--- src/rtl/dport_sched.sv ---
// DisplayPort frame scheduler: line/frame strobes, DMA restart and stuffer reset sequencing.
// Timing config is shadowed at frame boundaries so mid-frame writes only affect the next frame.
module dport_sched #(
    parameter int RST_CYC  = 16,
    parameter int MIN_LINE = 64
) (
    input  logic        i_dpclk,
    input  logic        i_resetn,
    input  logic        i_en,
    input  logic        i_link_ok,
    input  logic [15:0] i_cfg_lineclk,
    input  logic [15:0] i_cfg_lines,
    input  logic [15:0] i_cfg_vact,
    input  logic [7:0]  i_cfg_dmalead,
    output logic        o_dphstart,
    output logic        o_dpvstart,
    output logic        o_dmastart,
    output logic        o_stuff_reset,
    output logic        o_vblank,
    output logic        o_running,
    output logic        o_err_cfg,
    output logic [15:0] o_frame_cnt
);
    typedef enum logic [1:0] {ST_OFF, ST_WAKE, ST_RUN, ST_DRAIN} state_t;

    localparam logic [15:0] RST_CYC_W  = 16'(RST_CYC);
    localparam logic [15:0] MIN_LINE_W = 16'(MIN_LINE);

    state_t      r_state, w_state_next;
    logic [15:0] r_hctr, r_vctr, r_wctr;
    logic [15:0] w_hctr_next, w_vctr_next, w_wctr_next;
    logic [15:0] r_s_lineclk, r_s_lines, r_s_vact;
    logic [7:0]  r_s_dmalead;
    logic [15:0] w_s_lineclk_next, w_s_lines_next, w_s_vact_next;
    logic [7:0]  w_s_dmalead_next;
    logic        r_dphstart, r_dpvstart, r_dmastart, r_stuff_reset, r_vblank, r_running, r_err_cfg;
    logic        w_dphstart_next, w_dpvstart_next, w_dmastart_next, w_stuff_reset_next;
    logic        w_vblank_next, w_running_next, w_err_cfg_next;
    logic [15:0] r_frame_cnt, w_frame_cnt_next;
    logic        w_cfg_legal, w_line_end, w_frame_end, w_shadow_load, w_err_set, w_active_next;
    logic [15:0] w_dma_hpos;

    assign w_cfg_legal = (i_cfg_lineclk >= MIN_LINE_W) && (i_cfg_vact != 16'd0) &&
                         (i_cfg_lines > i_cfg_vact);
    assign w_line_end  = (r_hctr == r_s_lineclk - 16'd1);
    assign w_frame_end = w_line_end && (r_vctr == r_s_lines - 16'd1);

    always_comb begin
        w_state_next  = r_state;
        w_hctr_next   = r_hctr;
        w_vctr_next   = r_vctr;
        w_wctr_next   = r_wctr;
        w_shadow_load = 1'b0;
        w_err_set     = 1'b0;
        case (r_state)
            ST_OFF: begin
                if (i_en && i_link_ok) begin
                    if (w_cfg_legal) begin
                        w_state_next  = ST_WAKE;
                        w_wctr_next   = 16'd0;
                        w_shadow_load = 1'b1;
                    end else begin
                        w_err_set = 1'b1;
                    end
                end
            end
            ST_WAKE: begin
                if (r_wctr == RST_CYC_W + {8'd0, r_s_dmalead}) begin
                    w_state_next = ST_RUN;
                    w_hctr_next  = 16'd0;
                    w_vctr_next  = 16'd0;
                end else begin
                    w_wctr_next = r_wctr + 16'd1;
                end
            end
            ST_RUN, ST_DRAIN: begin
                if (w_frame_end) begin
                    w_hctr_next = 16'd0;
                    w_vctr_next = 16'd0;
                    // A new frame starts only if enabled and the freshly sampled config is legal
                    if (i_en && w_cfg_legal) begin
                        w_state_next  = ST_RUN;
                        w_shadow_load = 1'b1;
                    end else begin
                        w_state_next = ST_OFF;
                        w_wctr_next  = 16'd0;
                        w_err_set    = i_en;
                    end
                end else begin
                    if (w_line_end) begin
                        w_hctr_next = 16'd0;
                        w_vctr_next = r_vctr + 16'd1;
                    end else begin
                        w_hctr_next = r_hctr + 16'd1;
                    end
                    w_state_next = i_en ? ST_RUN : ST_DRAIN;
                end
            end
            default: w_state_next = ST_OFF;
        endcase
        // Losing the link overrides everything outside OFF
        if (!i_link_ok && (r_state != ST_OFF)) begin
            w_state_next  = ST_OFF;
            w_hctr_next   = 16'd0;
            w_vctr_next   = 16'd0;
            w_wctr_next   = 16'd0;
            w_shadow_load = 1'b0;
            w_err_set     = 1'b0;
        end
    end

    assign w_s_lineclk_next = w_shadow_load ? i_cfg_lineclk : r_s_lineclk;
    assign w_s_lines_next   = w_shadow_load ? i_cfg_lines   : r_s_lines;
    assign w_s_vact_next    = w_shadow_load ? i_cfg_vact    : r_s_vact;
    assign w_s_dmalead_next = w_shadow_load ? i_cfg_dmalead : r_s_dmalead;

    // Lead longer than a line clamps the DMA restart to the start of the last line
    assign w_dma_hpos = ({8'd0, w_s_dmalead_next} >= w_s_lineclk_next) ? 16'd0 :
                        w_s_lineclk_next - 16'd1 - {8'd0, w_s_dmalead_next};

    assign w_active_next      = (w_state_next == ST_RUN) || (w_state_next == ST_DRAIN);
    assign w_dphstart_next    = w_active_next && (w_hctr_next == 16'd0);
    assign w_dpvstart_next    = (w_state_next == ST_RUN) && (w_hctr_next == 16'd0) &&
                                (w_vctr_next == 16'd0);
    assign w_dmastart_next    = ((w_state_next == ST_WAKE) && (w_wctr_next == RST_CYC_W)) ||
                                ((w_state_next == ST_RUN) && (w_hctr_next == w_dma_hpos) &&
                                 (w_vctr_next == w_s_lines_next - 16'd1));
    assign w_stuff_reset_next = (w_state_next == ST_OFF) ||
                                ((w_state_next == ST_WAKE) && (w_wctr_next < RST_CYC_W));
    assign w_vblank_next      = w_active_next && (w_vctr_next >= w_s_vact_next);
    assign w_running_next     = w_active_next;
    assign w_err_cfg_next     = w_err_set ? 1'b1 : (i_en ? r_err_cfg : 1'b0);
    assign w_frame_cnt_next   = r_frame_cnt + {15'd0, w_dpvstart_next};

    always_ff @(posedge i_dpclk or negedge i_resetn) begin
        if (!i_resetn) begin
            r_state       <= ST_OFF;
            r_hctr        <= 16'd0;
            r_vctr        <= 16'd0;
            r_wctr        <= 16'd0;
            r_s_lineclk   <= 16'd0;
            r_s_lines     <= 16'd0;
            r_s_vact      <= 16'd0;
            r_s_dmalead   <= 8'd0;
            r_dphstart    <= 1'b0;
            r_dpvstart    <= 1'b0;
            r_dmastart    <= 1'b0;
            r_stuff_reset <= 1'b1;
            r_vblank      <= 1'b0;
            r_running     <= 1'b0;
            r_err_cfg     <= 1'b0;
            r_frame_cnt   <= 16'd0;
        end else begin
            r_state       <= w_state_next;
            r_hctr        <= w_hctr_next;
            r_vctr        <= w_vctr_next;
            r_wctr        <= w_wctr_next;
            r_s_lineclk   <= w_s_lineclk_next;
            r_s_lines     <= w_s_lines_next;
            r_s_vact      <= w_s_vact_next;
            r_s_dmalead   <= w_s_dmalead_next;
            r_dphstart    <= w_dphstart_next;
            r_dpvstart    <= w_dpvstart_next;
            r_dmastart    <= w_dmastart_next;
            r_stuff_reset <= w_stuff_reset_next;
            r_vblank      <= w_vblank_next;
            r_running     <= w_running_next;
            r_err_cfg     <= w_err_cfg_next;
            r_frame_cnt   <= w_frame_cnt_next;
        end
    end

    assign o_dphstart    = r_dphstart;
    assign o_dpvstart    = r_dpvstart;
    assign o_dmastart    = r_dmastart;
    assign o_stuff_reset = r_stuff_reset;
    assign o_vblank      = r_vblank;
    assign o_running     = r_running;
    assign o_err_cfg     = r_err_cfg;
    assign o_frame_cnt   = r_frame_cnt;
endmodule
--- config.mk ---
export PLATFORM = sky130hd
export DESIGN_NAME = dport_sched
export DESIGN_NICKNAME = d
export VERILOG_FILES = /design/src/rtl/dport_sched.sv
export SDC_FILE = /design/constraint.sdc
export NUM_CORES = 1
export LEC_CHECK = 0
export CORE_ASPECT_RATIO = 1.2
export CORE_MARGIN = 5
export CORE_UTILIZATION = 50
export CTS_CLUSTER_DIAMETER = 80
export CTS_CLUSTER_SIZE = 30
export DETAILED_ROUTE_END_ITERATION = 10
export GPL_TIMING_DRIVEN = 0
export PLACE_DENSITY = 0.75
export SLEW_MARGIN = 20
export SYNTH_ARGS = -nofsm -noshare
export SYNTH_HDL_FRONTEND = slang
export SYNTH_SLANG_ARGS = --single-unit
--- constraint.sdc ---
create_clock -name i_dpclk -period 8.4 [get_ports i_dpclk]
set_input_delay 2.52 -clock i_dpclk [delete_from_list [all_inputs] [get_ports i_dpclk]]
set_output_delay 2.52 -clock i_dpclk [all_outputs]
set_load 0.02 [all_outputs]
==> results.txt, run 1 <==
For this configuration, the core starts out at a cell density of approximately half. The placed standard-cell area is 11600 sq um. The antenna diode instance count came out at 0. The required time of the critical path is 8.74 ns. The max-capacitance violation count came out at 0. The average wire per cell in the routed design is 22.1 um. The clock tree buffer depth is 2.

The maximum number of pins on one net before global-route repair is 68. The number of cells produced by synthesis came out at 1293. The number of detailed-route iterations in the first pass is 6.

The synthesized netlist devotes 16.7% of its cell area to compound gates. The flow ran to the end, and the final reports show no timing, DRC or antenna violations. The final HPWL from detailed placement came out at ~28000 um. Of the total synthesized cell area, the portion taken by full adders, half adders and majority gates is under 10%. After floorplanning, the core was divided into 58 placement rows. The placeable core region came out at 20800 sq um.

The CTS H-tree depth came out at 4. The cell count of the worst reg-to-reg path is 25. For this run, the post-layout net count is 1515. The tightest slew margin relative to the limit is between 30% and 40%.

The number of hold violations in the final report came out at 0. Hold timing on the final database bottoms out at a slack of 0.474 ns. The count of routing violations after the opening detailed-route iteration came out at approximately 1.2k. The final layout contains routed wiring with a total length of 37400 um. The remaining global-route overflow is 0.

Of the post-synthesis cell area, the dominant cell type holds 30.7%. The number of max-slew violations in the final report came out at 0. In this run the register-to-register setup slack is 1.00 ns. The via count of the first global-routing pass is 10.6k.

The number of remaining DRC errors is 0. The synthesized design spends more area on one cell type than any other, namely sky130_fd_sc_hd__dfrtp_1. The leading register cell type out of synthesis is sky130_fd_sc_hd__dfrtp_1. The overall track demand over capacity in global routing came out at between 30% and 40%.

The standby leakage power is 5.44 nW. The worst-case IR drop observed on VDD is 158 uV. Ranked by total cell area, the synthesized netlist is headed by sky130_fd_sc_hd__dfrtp_1 31%, sky130_fd_sc_hd__xnor2_1 6.7%, sky130_fd_sc_hd__ha_1 6.0%. The number of antenna violations at the first check in global routing came out at 0.

The number of clock buffers added by TritonCTS is 17. The tightest min-delay check is of the reg -> reg type. Clock skew on the completed layout was measured at roughly 0.020 ns.

In the synthesized netlist the async set-or-reset flop fraction comes to 100%. Along the worst path, the maximum fanout reaches 10. At the worst endpoint, the arrival time is 8.66 ns.

The tree is rooted in a sky130_fd_sc_hd__clkbuf_16. Summing all non-filler instances in the final layout gives an area of approximately 13000 sq um. The worst-skew pair later-pin latency came out at 0.44 ns. The via count of the routed design is approximately 11k.

In this run the mean area of a mapped cell was between 8 and 9 sq um. The commonest cells after synthesis are 151 x sky130_fd_sc_hd__nand2_1, 128 x sky130_fd_sc_hd__dfrtp_1, 104 x sky130_fd_sc_hd__nor2_1. Net switching is between 40% and 50% of the power. The floorplan step defined a die boundary enclosing approximately 24000 sq um. The clock share of power is 27.5%. By area, the combinational part of the netlist is dominated by simple AND/OR/NAND/NOR gates. In the finished design, the share of the clock period the worst path needs comes to 99.2%. The proportion of power drawn by combinational gates came out at 44.8%. The number of placed instances, taps included came out at approximately 1.6k. STA classifies the critical path endpoint as a flop. Once layout is complete, the utilization of the core stands at 60.7%. Buffers placed on the I/O ports in this run total 82. In this run the critical register-to-register path is captured at o_dmastart. The via count normalized by instance count is roughly 6.4. The number of clock sinks came out at 129. Multiplexer cells account for 4.05% of the synthesized area. Once detail routing completed, the nets flagged for antenna violations numbered 0. The synthesized netlist occupies a cell area of 10400 sq um. In this run, synthesis inferred 0 flip-flops with an integrated enable. The internal power summed over all cells came out at 0.00172 W. The worst setup path startpoint is i_cfg_lineclk[10]. Summing the areas of all xor and xnor instances in the mapped netlist gives around a tenth of the synthesized area. Setup violations remaining at the end of the flow were counted as 0. The worst register-to-register path begins at r_s_lines[0]. Counting every net in the synthesized netlist gives around 1.4k. Based on the critical path, the design can be clocked at up to 120 MHz.

The share of cells above drive strength 1 is a little under a tenth. The cell area power density came out at 233 nW/um^2. The clock input transition at the sequential cells of the worst setup and hold paths is 0.06 ns.

In this run the worst setup path terminates at o_dmastart. Synthesis instantiated 76 different standard cells from the library. The number of filler cells placed in the layout came out at slightly below 2k.

The transition time at the pin with the least slew margin came out at 1.03 ns. The congestion estimate from routability-driven global placement came to between 1 and 1.5. The I/O pin count came out at 83.

For this design the total switching power over the nets is 0.00121 W. The floorplan step set the die height to 168 um. The number of register bits inferred by synthesis came out at roughly 130. The final setup TNS came out at 0 ns. The wire length of the first global-routing pass came out at 57900 um. The finished layout holds 1688 standard cells, fillers aside.

The width of the chip is 142 um. TritonCTS built the clock tree. From synthesis to final layout, the design area changed by 20.9%. The worst setup path is of the in -> reg kind.

STA classifies the critical path startpoint as an input port. The number of warnings issued by yosys came out at 0. The portion of the post-synthesis area used by sequential elements came out at 31.0%. Yosys instantiated no cell more often than sky130_fd_sc_hd__nand2_1. The portion of total power attributed to sequential cells came out at 27.8%. The minimum clock period came out at approximately 8.3 ns. Setup repair after global routing could not meet its margin everywhere. The synthesized netlist devotes 27.7% of its cell area to simple gates.
flip-flops by register name (all words and copies together), names as in the netlist, 2 cells and up:
register and flops:
o_frame_cnt 16, r_hctr 16, r_s_lineclk 16, r_s_lines 16
r_s_vact 16, r_vctr 16, r_wctr 16, r_s_dmalead 8
r_state 2
layer usage:
layer	wire [um]	vias to the layer above	GRT usage (%)	part of all wire [%]
li1	-	4878	-	-
met1	14000	5112	36.5	38
met2	17600	573	51.6	47
met3	2690	194	4.86	7.2
met4	3030	0	23.0	8.1
met5	0	-	0	0
logic make-up (layout without fill, tap and decap cells):
family,Yosys count,count (layout)
DFF,129,129
and+or+nand+nor,560,560
AOI/OAI and AO/OA,279,279
xor gates and xnor gates,111,111
adders and majority gates,54,54
buffers and inverters,120,245
muxes,40,40
per-stage QoR:
stage | setup slack [ns] | power (W)
finish | 0.0706 | 0.00294
global route | -0.0857 | 0.00308
CTS | 0.0918 | 0.00289
detailed placement | -3.66 | 0.00204
global placement | -3.84 | 0.00202
floorplan | 0.124 | 0.00165
critical path: stages:
cell and delay, ns:
sky130_fd_sc_hd__dlygate4sd2_1 0.24, sky130_fd_sc_hd__or4_4 0.54, sky130_fd_sc_hd__or4_4 0.58, sky130_fd_sc_hd__o41a_1 0.42
sky130_fd_sc_hd__nand3_1 0.13, sky130_fd_sc_hd__a31oi_2 0.05, sky130_fd_sc_hd__buf_6 0.16, sky130_fd_sc_hd__nand2_8 0.09
sky130_fd_sc_hd__nor2_4 0.07, sky130_fd_sc_hd__buf_8 0.18, sky130_fd_sc_hd__clkbuf_16 0.16, sky130_fd_sc_hd__buf_12 0.15
sky130_fd_sc_hd__buf_12 0.14, sky130_fd_sc_hd__buf_4 0.19, sky130_fd_sc_hd__mux2i_1 0.32, sky130_fd_sc_hd__inv_1 0.11
sky130_fd_sc_hd__ha_1 0.37, sky130_fd_sc_hd__and3_1 0.20, sky130_fd_sc_hd__a311oi_1 0.65, sky130_fd_sc_hd__o221ai_1 0.30
sky130_fd_sc_hd__xor2_1 0.23, sky130_fd_sc_hd__buf_4 0.15, sky130_fd_sc_hd__nor4_1 0.19, sky130_fd_sc_hd__a22o_1 0.19
sky130_fd_sc_hd__o211ai_1 0.10, sky130_fd_sc_hd__o31ai_2 0.21
worst min path at each step:
stage / from / slack [ns] / to / cells past startpoint
global placement: r_s_vact[6] / 0.45 / r_s_vact[6] / 2
finish: o_frame_cnt[15] / 0.47 / o_frame_cnt[15] / 1
detailed placement: r_s_vact[7] / 0.46 / r_s_vact[7] / 2
CTS: r_s_vact[7] / 0.48 / r_s_vact[7] / 2
global route: o_frame_cnt[15] / 0.49 / o_frame_cnt[15] / 1
floorplan: r_s_vact[10] / 0.44 / r_s_vact[10] / 2
what timing repair did:
action	CTS	global route
hold buffers	0	0
gates cloned	0	0
endpoints found under the setup margin	2	4
gates resized for setup	68	8
setup buffers	11	0
pin swaps	15	8
power by group through the flow:
| stage | sequential [W] | combinational [W] | clock [W] |
|---|---|---|---|
| after floorplan | 0.000798 | 0.000852 | 0 |
| after detailed placement | 0.000823 | 0.00121 | 0 |
| final | 0.000816 | 0.00131 | 0.000806 |
| after CTS | 0.000812 | 0.00127 | 0.000805 |
| after global placement | 0.000821 | 0.00119 | 0 |
| after global routing | 0.000825 | 0.00142 | 0.000836 |
placed cells by master (no fill, tap or decap), types with 13 or more instances in the layout:
cell                                n
sky130_fd_sc_hd__nand2_1          149
sky130_fd_sc_hd__clkbuf_1          32
sky130_fd_sc_hd__or4_1             13
sky130_fd_sc_hd__nor2_1           100
sky130_fd_sc_hd__or3_1             21
sky130_fd_sc_hd__xor2_1            28
sky130_fd_sc_hd__nor3_1            45
sky130_fd_sc_hd__inv_1             70
sky130_fd_sc_hd__ha_1              50
sky130_fd_sc_hd__mux2i_1           25
sky130_fd_sc_hd__mux2_2            13
sky130_fd_sc_hd__dfrtp_1          128
sky130_fd_sc_hd__nand3_1           43
sky130_fd_sc_hd__nand4_1           21
sky130_fd_sc_hd__o21ai_0           70
sky130_fd_sc_hd__xnor2_1           80
sky130_fd_sc_hd__a21oi_1           91
sky130_fd_sc_hd__a21o_1            13
sky130_fd_sc_hd__nor4_1            33
sky130_fd_sc_hd__nor2b_1           28
sky130_fd_sc_hd__and3_1            23
sky130_fd_sc_hd__clkdlybuf4s50_1   77
sky130_fd_sc_hd__clkbuf_16         19
layout make-up:
class | count | area, sq um | share of cell area (%)
clock inverter | 15 | 196 | 1.56
sequential | 129 | 3230 | 25.6
buffer | 48 | 303 | 2.40
tap | 270 | 338 | 2.68
timing repair buffer | 95 | 957 | 7.59
clock buffer | 17 | 425 | 3.37
multi-input combinational | 1044 | 6900 | 54.7
inverter | 70 | 263 | 2.08
No activity file was read; power rests on OpenSTA's default activity.
==> run 2, diff against run 1 <==
--- a/config.mk
+++ b/config.mk
@@ -12,6 +12,7 @@
 export CTS_CLUSTER_SIZE = 30
 export DETAILED_ROUTE_END_ITERATION = 10
 export GPL_TIMING_DRIVEN = 0
+export HOLD_SLACK_MARGIN = 0.06
 export PLACE_DENSITY = 0.75
 export SLEW_MARGIN = 20
 export SYNTH_ARGS = -nofsm -noshare
==> results of run 2 <==
No change in the layout: final DEF, timing and power equal those of run 1.
